==> src/rtl/apb_req_arbiter_pkg.sv <==
// Shared types and constants for the two-requester APB arbiter in front of
// the blockA/blockB register decode fabric.
package apb_req_arbiter_pkg;

  localparam int APB_ADDR_W      = 32;
  localparam int APB_DATA_W      = 32;
  localparam int APB_ARB_TIMEOUT = 16;

  typedef logic [APB_ADDR_W-1:0] apb_addr_t;
  typedef logic [APB_DATA_W-1:0] apb_data_t;

  typedef enum logic [1:0] {
    ST_IDLE   = 2'd0,
    ST_SETUP  = 2'd1,
    ST_ACCESS = 2'd2
  } arb_state_e;

  // Width of the ACCESS wait counter; never narrower than one bit so a
  // disabled timeout (0) still yields a legal vector.
  function automatic int cnt_width(input int timeout);
    int w;
    w = $clog2(timeout + 1);
    if (w < 1) begin
      w = 1;
    end else begin
      w = w;
    end
    return w;
  endfunction

endpackage

==> src/rtl/apb_arb_rr2.sv <==
// Two-way round-robin pick: a lone requester wins outright, a tie goes to
// the requester that was not served last.
module apb_arb_rr2 (
  input  logic [1:0] req,
  input  logic       last_grant,
  output logic       grant,
  output logic       valid
);

  // Select the winner from the current requests and the previous owner
  always_comb begin
    grant = 1'b0;
    valid = 1'b0;
    case (req)
      2'b01: begin
        grant = 1'b0;
        valid = 1'b1;
      end
      2'b10: begin
        grant = 1'b1;
        valid = 1'b1;
      end
      2'b11: begin
        grant = ~last_grant;
        valid = 1'b1;
      end
      default: begin
        grant = 1'b0;
        valid = 1'b0;
      end
    endcase
  end

endmodule

==> src/rtl/apb_req_arbiter.sv <==
// Shares one downstream APB completer between two APB requesters. The
// granted transfer is re-issued downstream with its own SETUP/ACCESS phases,
// the response is routed back to the owner, and a hung ACCESS is cut off
// after TIMEOUT cycles with an error response.
module apb_req_arbiter
  import apb_req_arbiter_pkg::*;
#(
  parameter int ADDR_W  = APB_ADDR_W,
  parameter int DATA_W  = APB_DATA_W,
  parameter int TIMEOUT = APB_ARB_TIMEOUT
) (
  input  logic              clk,
  input  logic              rst_n,
  input  logic [ADDR_W-1:0] m0_paddr,
  input  logic [DATA_W-1:0] m0_pwdata,
  input  logic              m0_psel,
  input  logic              m0_penable,
  input  logic              m0_pwrite,
  output logic              m0_pready,
  output logic              m0_pslverr,
  output logic [DATA_W-1:0] m0_prdata,
  input  logic [ADDR_W-1:0] m1_paddr,
  input  logic [DATA_W-1:0] m1_pwdata,
  input  logic              m1_psel,
  input  logic              m1_penable,
  input  logic              m1_pwrite,
  output logic              m1_pready,
  output logic              m1_pslverr,
  output logic [DATA_W-1:0] m1_prdata,
  output logic [ADDR_W-1:0] s_paddr,
  output logic [DATA_W-1:0] s_pwdata,
  output logic              s_psel,
  output logic              s_penable,
  output logic              s_pwrite,
  input  logic              s_pready,
  input  logic              s_pslverr,
  input  logic [DATA_W-1:0] s_prdata,
  output logic              grant_id,
  output logic              timeout_evt
);

  localparam int               CNT_W    = cnt_width(TIMEOUT);
  localparam bit               TMO_EN   = (TIMEOUT != 0);
  localparam logic [CNT_W-1:0] CNT_LAST = (TIMEOUT == 0) ? '0 : CNT_W'(TIMEOUT - 1);
  localparam logic [CNT_W-1:0] CNT_MAX  = '1;

  arb_state_e        state_r;
  arb_state_e        state_next_s;
  logic              last_grant_r;
  logic [CNT_W-1:0]  cnt_r;
  logic              arb_grant_s;
  logic              arb_valid_s;
  logic              tmo_s;
  logic              resp_valid_s;
  logic              resp_slverr_s;
  logic [DATA_W-1:0] resp_rdata_s;
  logic              unused_s;

  // The requester-side enable carries no information the arbiter needs:
  // psel alone marks a pending request.
  assign unused_s = m0_penable ^ m1_penable;

  apb_arb_rr2 u_rr2 (
    .req        ({m1_psel, m0_psel}),
    .last_grant (last_grant_r),
    .grant      (arb_grant_s),
    .valid      (arb_valid_s)
  );

  // Timeout fires on the last allowed ACCESS cycle unless the completer
  // answers in that same cycle.
  assign tmo_s = TMO_EN && (state_r == ST_ACCESS) && !s_pready && (cnt_r == CNT_LAST);

  // Advance the transfer state machine
  always_ff @(posedge clk) begin
    if (!rst_n) begin
      state_r <= ST_IDLE;
    end else begin
      state_r <= state_next_s;
    end
  end

  // Decide the next transfer phase
  always_comb begin
    state_next_s = state_r;
    case (state_r)
      ST_IDLE: begin
        if (arb_valid_s) begin
          state_next_s = ST_SETUP;
        end else begin
          state_next_s = ST_IDLE;
        end
      end
      ST_SETUP: begin
        state_next_s = ST_ACCESS;
      end
      ST_ACCESS: begin
        if (s_pready || tmo_s) begin
          state_next_s = ST_IDLE;
        end else begin
          state_next_s = ST_ACCESS;
        end
      end
      default: begin
        state_next_s = ST_IDLE;
      end
    endcase
  end

  // Downstream bus registers, ownership, wait counter and timeout pulse
  always_ff @(posedge clk) begin
    if (!rst_n) begin
      s_paddr      <= '0;
      s_pwdata     <= '0;
      s_psel       <= 1'b0;
      s_penable    <= 1'b0;
      s_pwrite     <= 1'b0;
      grant_id     <= 1'b0;
      last_grant_r <= 1'b1;
      cnt_r        <= '0;
      timeout_evt  <= 1'b0;
    end else begin
      timeout_evt <= tmo_s;
      case (state_r)
        ST_IDLE: begin
          if (arb_valid_s) begin
            if (arb_grant_s) begin
              s_paddr  <= m1_paddr;
              s_pwdata <= m1_pwdata;
              s_pwrite <= m1_pwrite;
            end else begin
              s_paddr  <= m0_paddr;
              s_pwdata <= m0_pwdata;
              s_pwrite <= m0_pwrite;
            end
            s_psel    <= 1'b1;
            s_penable <= 1'b0;
            grant_id  <= arb_grant_s;
          end
        end
        ST_SETUP: begin
          s_penable <= 1'b1;
          cnt_r     <= '0;
        end
        ST_ACCESS: begin
          if (s_pready || tmo_s) begin
            s_psel       <= 1'b0;
            s_penable    <= 1'b0;
            last_grant_r <= grant_id;
          end else if (cnt_r != CNT_MAX) begin
            cnt_r <= cnt_r + CNT_W'(1);
          end else begin
            cnt_r <= cnt_r;
          end
        end
        default: begin
          s_psel    <= 1'b0;
          s_penable <= 1'b0;
        end
      endcase
    end
  end

  // Build the response and steer it to the owner only; a requester that
  // has already dropped psel gets nothing back.
  always_comb begin
    resp_valid_s  = 1'b0;
    resp_slverr_s = 1'b0;
    resp_rdata_s  = '0;
    m0_pready     = 1'b0;
    m0_pslverr    = 1'b0;
    m0_prdata     = '0;
    m1_pready     = 1'b0;
    m1_pslverr    = 1'b0;
    m1_prdata     = '0;
    if ((state_r == ST_ACCESS) && s_pready) begin
      resp_valid_s  = 1'b1;
      resp_slverr_s = s_pslverr;
      resp_rdata_s  = s_prdata;
    end else if (tmo_s) begin
      resp_valid_s  = 1'b1;
      resp_slverr_s = 1'b1;
      resp_rdata_s  = '0;
    end else begin
      resp_valid_s  = 1'b0;
      resp_slverr_s = 1'b0;
      resp_rdata_s  = '0;
    end
    if (resp_valid_s && (grant_id == 1'b0) && m0_psel) begin
      m0_pready  = 1'b1;
      m0_pslverr = resp_slverr_s;
      m0_prdata  = resp_rdata_s;
    end else if (resp_valid_s && (grant_id == 1'b1) && m1_psel) begin
      m1_pready  = 1'b1;
      m1_pslverr = resp_slverr_s;
      m1_prdata  = resp_rdata_s;
    end else begin
      m0_pready = 1'b0;
      m1_pready = 1'b0;
    end
  end

endmodule

==> config.mk <==
export PLATFORM = sky130hd
export DESIGN_NAME = apb_req_arbiter
export DESIGN_NICKNAME = d
export VERILOG_FILES = /design/src/rtl/apb_req_arbiter_pkg.sv /design/src/rtl/apb_arb_rr2.sv /design/src/rtl/apb_req_arbiter.sv
export SDC_FILE = /design/constraint.sdc
export NUM_CORES = 1
export LEC_CHECK = 0
export CORE_MARGIN = 10
export CORE_UTILIZATION = 25
export CTS_CLUSTER_DIAMETER = 40
export CTS_CLUSTER_SIZE = 40
export DETAILED_ROUTE_END_ITERATION = 12
export PLACE_DENSITY = 0.6
export RECOVER_POWER = 50
export SYNTH_ARGS = -nofsm -noshare
export SYNTH_HDL_FRONTEND = slang
export SYNTH_SLANG_ARGS = --single-unit
==> constraint.sdc <==
create_clock -name clk -period 3.58 [get_ports clk]
set_clock_uncertainty 0.05 [all_clocks]
set_input_delay 0.537 -clock clk [delete_from_list [all_inputs] [get_ports clk]]
set_output_delay 0.537 -clock clk [all_outputs]
set_load 0.1 [all_outputs]
==> summary.md, run 1 <==
| Metric | Value |
|---|---|
| Max-cap violations | 1 |
| Power Density | 436 nW/um^2 |
| Sink Count | 77 |
| Avg WL per Cell | around 18 um |
| Total power | roughly 3.5 mW |
| Die Wd | ~140 um |
| Fmax | 367 MHz |
| Tightest Hold Check Type | flip-flop to flip-flop |
| Slew at the pin with the worst max-slew slack | 2120 ps |
| Fin. max-slew vios | 58 |
| RR Startpoint | state_r[1] |
| Status | complete, but fails checks |
| Placeable Area | around 15,000 um^2 |
| Vias in the first global route | 4,342 |
| Clock Tree Buf Depth | 2 |
| R2R Setup Slk | between 1500 and 2000 ps |
| Final hold vios | 0 |
| Slew margin rel. | -0.411 |
| Setup Buffers After CTS | 0 |
| First-pass GRT wire length | between 20,000 and 25,000 um |
| Post-CTS sizing | 0 |
| Worst EP arrival | 2940 ps |
| Share of the synthesized area in the top cell type | 0.398 |
| IO Pins | between 300 and 400 |
| Synthesized area | 3880 um^2 |
| Fin Hold WS | 433 ps |
| Failing checks | max-capacitance violations, max-slew violations |
| Final Wtd Congestion | approximately 0.75 |
| TritonRoute pass-1 iters | 4 |
| CTS Hold Buffers Added | 0 |
| ANT nets after route | 0 |
| Num CTS Buffers | 9 |
| Routed WL | 16,900 um |
| RSZ-0062 raised after global routing | false |
| Startpoint type of the worst setup path | primary input |
| Finished Core Util | 0.526 |
| Cell row count | 45 |
| R2r worst-path depth | 6 |
| Dpl hpwl | 14,100 um |
| ANT cells | 0 |
| H-tree depth | 3 |
| Fill cells | 1,372 |
| Final setup viols | 0 |
| Hold Crit Depth | 2 |
| Mapped Cells | 437 |
| GRT Resource Usage Total | 0.151 |
| Min-delay src | s_penable |
| Total die area | 20,900 um^2 |
| Minimum clock period | around 2700 ps |
| Clock Latency Late Sink | 320 ps |
| Initial antenna violation count | 0 |
| CTS tree | built |
| DR vias | ~4,200 |
| Distinct cells, synth | 34 |
| DRT iter0 DRCs | 153 |
| Initial Utilization | 0.255 |
| CP Max Fanout | 57 |
| Pin count of the biggest net entering global routing | 69 |
| Die height | 145 um |
| Share of cells above drive strength 1 | 0.127 |
| Commonest non-fill, non-tap cells in the layout | 205 x clkdlybuf4s50_1, 77 x dfxtp_1, 71 x o21ai_0, 70 x a21oi_1, 67 x mux2i_1 |
| Final nets | 899 |
| IO Port Bufs | between 300 and 400 |
| Setup crit end kind | flip-flop |
| Seq/Total Area, Yosys | 0.398 |
| Top post-synthesis cells by area | dfxtp_1 40%, mux2i_1 17%, and2_1 10%, o21ai_0 9.2%, a21oi_1 9.0% |
| Worst Hold End | s_penable |
| Vias per inst | 4.58 |
| DR DRC count | 0 |
| EDFF count, synth | 0 |
| #FFs+latches synth | 77 |
| Clock Root Buffer | clkbuf_16 |
| Synth Net Count | 614 |
| TNS Setup | 0 ps |
| Area leader, netlist | dfxtp_1 |
| Final period util | 0.762 |
| Top FF cell, synth | dfxtp_1 |
| Reg2reg end | s_paddr[21] |
| Worst VDD drop | 0.000257 V |
| Reg clk slew, reported paths | about 60 ps |
| Crit path required time | between 3000 and 4000 ps |
| Post-synthesis async set-or-reset flop share | 0 |
| Warnings, synthesis | 0 |
| Commonest non-fill, non-tap cell in the layout | clkdlybuf4s50_1 |
| Avg Synthesized Cell Area | 8.87 um^2 |
| Gr ovfl total | 0 |
| Area delta synth->final | 106% |
| WS Path Type | primary input to flip-flop |
| LEAKAGE | 3.16 nW |
how the worst max path moves through the flow:
stage / from / endpoint / slack (ps) / cells past startpoint
floorplan: grant_id / m1_pslverr / 460 / 2
global placement: m0_psel / m0_prdata[13] / 860 / 6
detailed placement: m0_psel / m0_prdata[12] / 840 / 6
CTS: m0_psel / m0_prdata[12] / 830 / 6
global route: rst_n / s_paddr[11] / 460 / 4
finish: rst_n / s_paddr[8] / 850 / 4
final cells by class:
cell class                 count  area (um^2)  area share
tap                          188          235      0.0294
sequential                    77         1540       0.193
inverter                       7         26.3     0.00328
clock buffer                  13          270      0.0338
clock inverter                 3         90.1      0.0113
timing repair buffer         310         3710       0.464
multi-input combinational    317         2120       0.265
worst max-delay path, stage by stage:
cell and delay [ps]:
clkbuf_1 1480, clkbuf_1 530, o21ai_0 220, a21oi_1 150
routing by layer:
metal  track usage  vias to the layer above  wire (um)
met4        0.0330                        0        127
li1              -                     2105          -
met2         0.273                      192       8550
met3        0.0699                        8       1850
met5             0                        -          0
met1         0.154                     1884       6380
through the flow:
stage	worst slack [ps]	instance area (um^2)	std cells
floorplan	462	3880	437
global placement	857	7650	899
detailed placement	837	7650	899
CTS	831	8010	915
global route	464	8000	915
finish	852	8000	915
state kept, by name, indices dropped and copies added (netlist names), 2 cells and up:
signal    cells
cnt_r         5
s_pwdata     32
s_paddr      32
state_r       2
cell families after synthesis:
logic type / share of synthesized area
fa+ha+maj: 0.0226
simple gates: 0.146
compound gates: 0.202
flops: 0.398
buf+inv: 0.0591
mux: 0.173
where the power goes:
group | leakage [nW] | internal, mW | switching (mW) | total [mW]
sequential | 0.638 | 0.956 | 0.0459 | 1.00
clock | 0.176 | 0.739 | 0.342 | 1.08
combinational | 2.35 | 0.418 | 0.990 | 1.41
synth_stat cells, drive strengths merged, types with 2 or more instances:
master and count:
nand3 2, a21oi 70, clkbuf 23, nor3b 2
buf 13, dfxtp 77, o21ai 71, inv 7
nand4b 2, ha 7, nor2 10, mux2i 67
nor2b 2, o31ai 2, and2 64, nand3b 2
nand2 3
Note: power is estimated with default switching activity, not from simulation.
==> run 2: changes to the inputs <==
--- a/config.mk
+++ b/config.mk
@@ -10,7 +10,7 @@
 export CTS_CLUSTER_DIAMETER = 40
 export CTS_CLUSTER_SIZE = 40
 export DETAILED_ROUTE_END_ITERATION = 12
-export PLACE_DENSITY = 0.6
+export PLACE_DENSITY = 0.62
 export RECOVER_POWER = 50
 export SYNTH_ARGS = -nofsm -noshare
 export SYNTH_HDL_FRONTEND = slang
==> constraint.sdc (replaced) <==
create_clock -name clk -period 2.4 [get_ports clk]
set_clock_uncertainty 0.05 [all_clocks]
set_input_delay 0.36 -clock clk [delete_from_list [all_inputs] [get_ports clk]]
set_output_delay 0.36 -clock clk [all_outputs]
set_load 0.1 [all_outputs]
==> summary.md, run 2 (synthesis gave the netlist of run 1 again) <==
| Metric | Value |
|---|---|
| Sw frac | 0.420 |
| Crit path required time | 1990 ps |
| Reg clk slew, reported paths | about 60 ps |
| Final hold vios | 0 |
| ANT cells | 0 |
| Routed WL | roughly 17,000 um |
| IO Pins | 307 |
| Sink Count | 77 |
| Total power | around 4.9 mW |
| Sw power | 2.08 mW |
| Worst path buffer plus inverter count | 3 |
| TNS Setup | 0 ps |
| ANT nets after route | 0 |
| Worst VDD drop | 0.000346 V |
| Die height | between 100 and 150 um |
| Vias in the first global route | ~4,500 |
| Commonest non-fill, non-tap cell in the layout | clkdlybuf4s50_1 |
| TritonRoute pass-1 iters | 4 |
| Cell row count | 45 |
| Initial Utilization | 0.255 |
| Final setup viols | 0 |
| Initial antenna violation count | 0 |
| Slew margin rel. | 0.175 |
| Status | completed |
| Clock Tree Buf Depth | 2 |
| LEAKAGE | 3.02 nW |
| Internal Power | around 2.9 mW |
| Fin. max-slew vios | 0 |
| CP Max Fanout | 15 |
| Avg WL per Cell | between 15 and 20 um |
| Clock Latency Late Sink | 330 ps |
| CP peak stage delay | 330 ps |
| Dpl hpwl | 14,000 um |
| Largest regs | s_paddr (32), s_pwdata (32), cnt_r (5) |
| Total die area | 20,900 um^2 |
| Clock share of power | 0.296 |
| Finished Core Util | 0.514 |
| Gr ovfl total | 0 |
| Die Wd | 145 um |
| Placeable Area | 15,200 um^2 |
| Crit path cell chain | inv_1 > ha_4 > nand3_2 > nor2_2 > buf_4 > and2_2 > buf_12 |
| Setup crit end kind | output port |
| Tightest Hold Check Type | primary input to flip-flop |
| Combinational Power Share | 0.402 |
| Pin count of the biggest net entering global routing | 67 |
| Num CTS Buffers | 9 |
| Stages on the worst setup path | 7 |
| Area delta synth->final | 101% |
| Final nets | 905 |
| CTS tree | built |
| Post-route cell area | 7810 um^2 |
| Dpl cell area | approximately 7700 um^2 |
| Clock Root Buffer | clkbuf_16 |
| DR DRC count | 0 |
| Slew at the pin with the worst max-slew slack | about 1200 ps |
| CP delay by family, top | buffers and inverters |
| Flop pwr share | 0.302 |
| WS Path Type | flip-flop to output port |
| Vias per inst | ~4.7 |
| IO Port Bufs | 304 |
| H-tree depth | 3 |
| Commonest non-fill, non-tap cells in the layout | 165 x clkdlybuf4s50_1, 76 x dfxtp_1, 74 x buf_12, 71 x o21ai_0 |
| Final Wtd Congestion | 0.802 |
| Power Density | 634 nW/um^2 |
| CTS Hold Buffers Added | 0 |
| R2r worst-path depth | 6 |
| RSZ-0062 raised after global routing | false |
| Share of cells above drive strength 1 | 0.235 |
| GRT Resource Usage Total | 0.151 |
| Hold Crit Depth | 2 |
| Worst EP arrival | 1840 ps |
| Startpoint type of the worst setup path | flip-flop |
| Minimum clock period | 2250 ps |
| Final period util | 0.937 |
| DRT iter0 DRCs | 135 |
| DR vias | about 4,300 |
| Slowest cell on crit path | dfxtp_1 |
| Max-cap violations | 0 |
| Fmax | 445 MHz |
| First-pass GRT wire length | 24,900 um |
==> run 2: per-layer routing <==
metal / GRT usage / vias to the layer above / routed length, um
met3: 0.0649 / 11 / 1870
met2: 0.276 / 215 / 8700
met5: 0 / - / 0
met1: 0.154 / 1958 / 6150
met4: 0.0410 / 0 / 186
li1: - / 2119 / -
==> run 2: worst paths after layout <==
| path | end | start | slack [ps] |
|---|---|---|---|
| max | m1_prdata[17] | state_r[0] | 150 |
| min | last_grant_r | rst_n | 420 |
| max reg2reg | cnt_r[3] | cnt_r[0] | 370 |
| min reg2reg | last_grant_r | last_grant_r | 430 |
==> run 2: per-stage QoR <==
| step | hold slack [ps] | setup slack (ps) | instances |
|---|---|---|---|
| 2_1_floorplan | 402 | 145 | 437 |
| 3_3_place_gp | 417 | 211 | 904 |
| 3_5_place_dp | 435 | 189 | 904 |
| 4_1_cts | 415 | 2.84 | 920 |
| 5_1_grt | 447 | 34.8 | 921 |
| 6_report | 417 | 152 | 921 |
==> run 2: area by class of cell <==
type	count	area (um^2)
Fill cell	1418	7390
Timing Repair Buffer	316	3450
Multi-Input combinational cell	317	2220
Sequential cell	77	1540
Clock buffer	11	243
Tap cell	188	235
Clock inverter	5	83.8
Inverter	7	26.3
==> run 2: repair_timing <==
action,in CTS,in global routing
setup buffers,0,1
endpoints found under the setup margin,64,68
resized for setup,2,6
pin swaps,0,1
==> run 2: power groups by stage <==
stage / combinational, mW / clock (mW) / sequential [mW]
2_1_floorplan: 0.426 / 0 / 2.53
3_3_place_gp: 2.10 / 0 / 1.52
3_5_place_dp: 2.12 / 0 / 1.52
4_1_cts: 2.12 / 1.51 / 1.50
5_1_grt: 2.08 / 1.56 / 1.51
6_report: 1.99 / 1.47 / 1.50
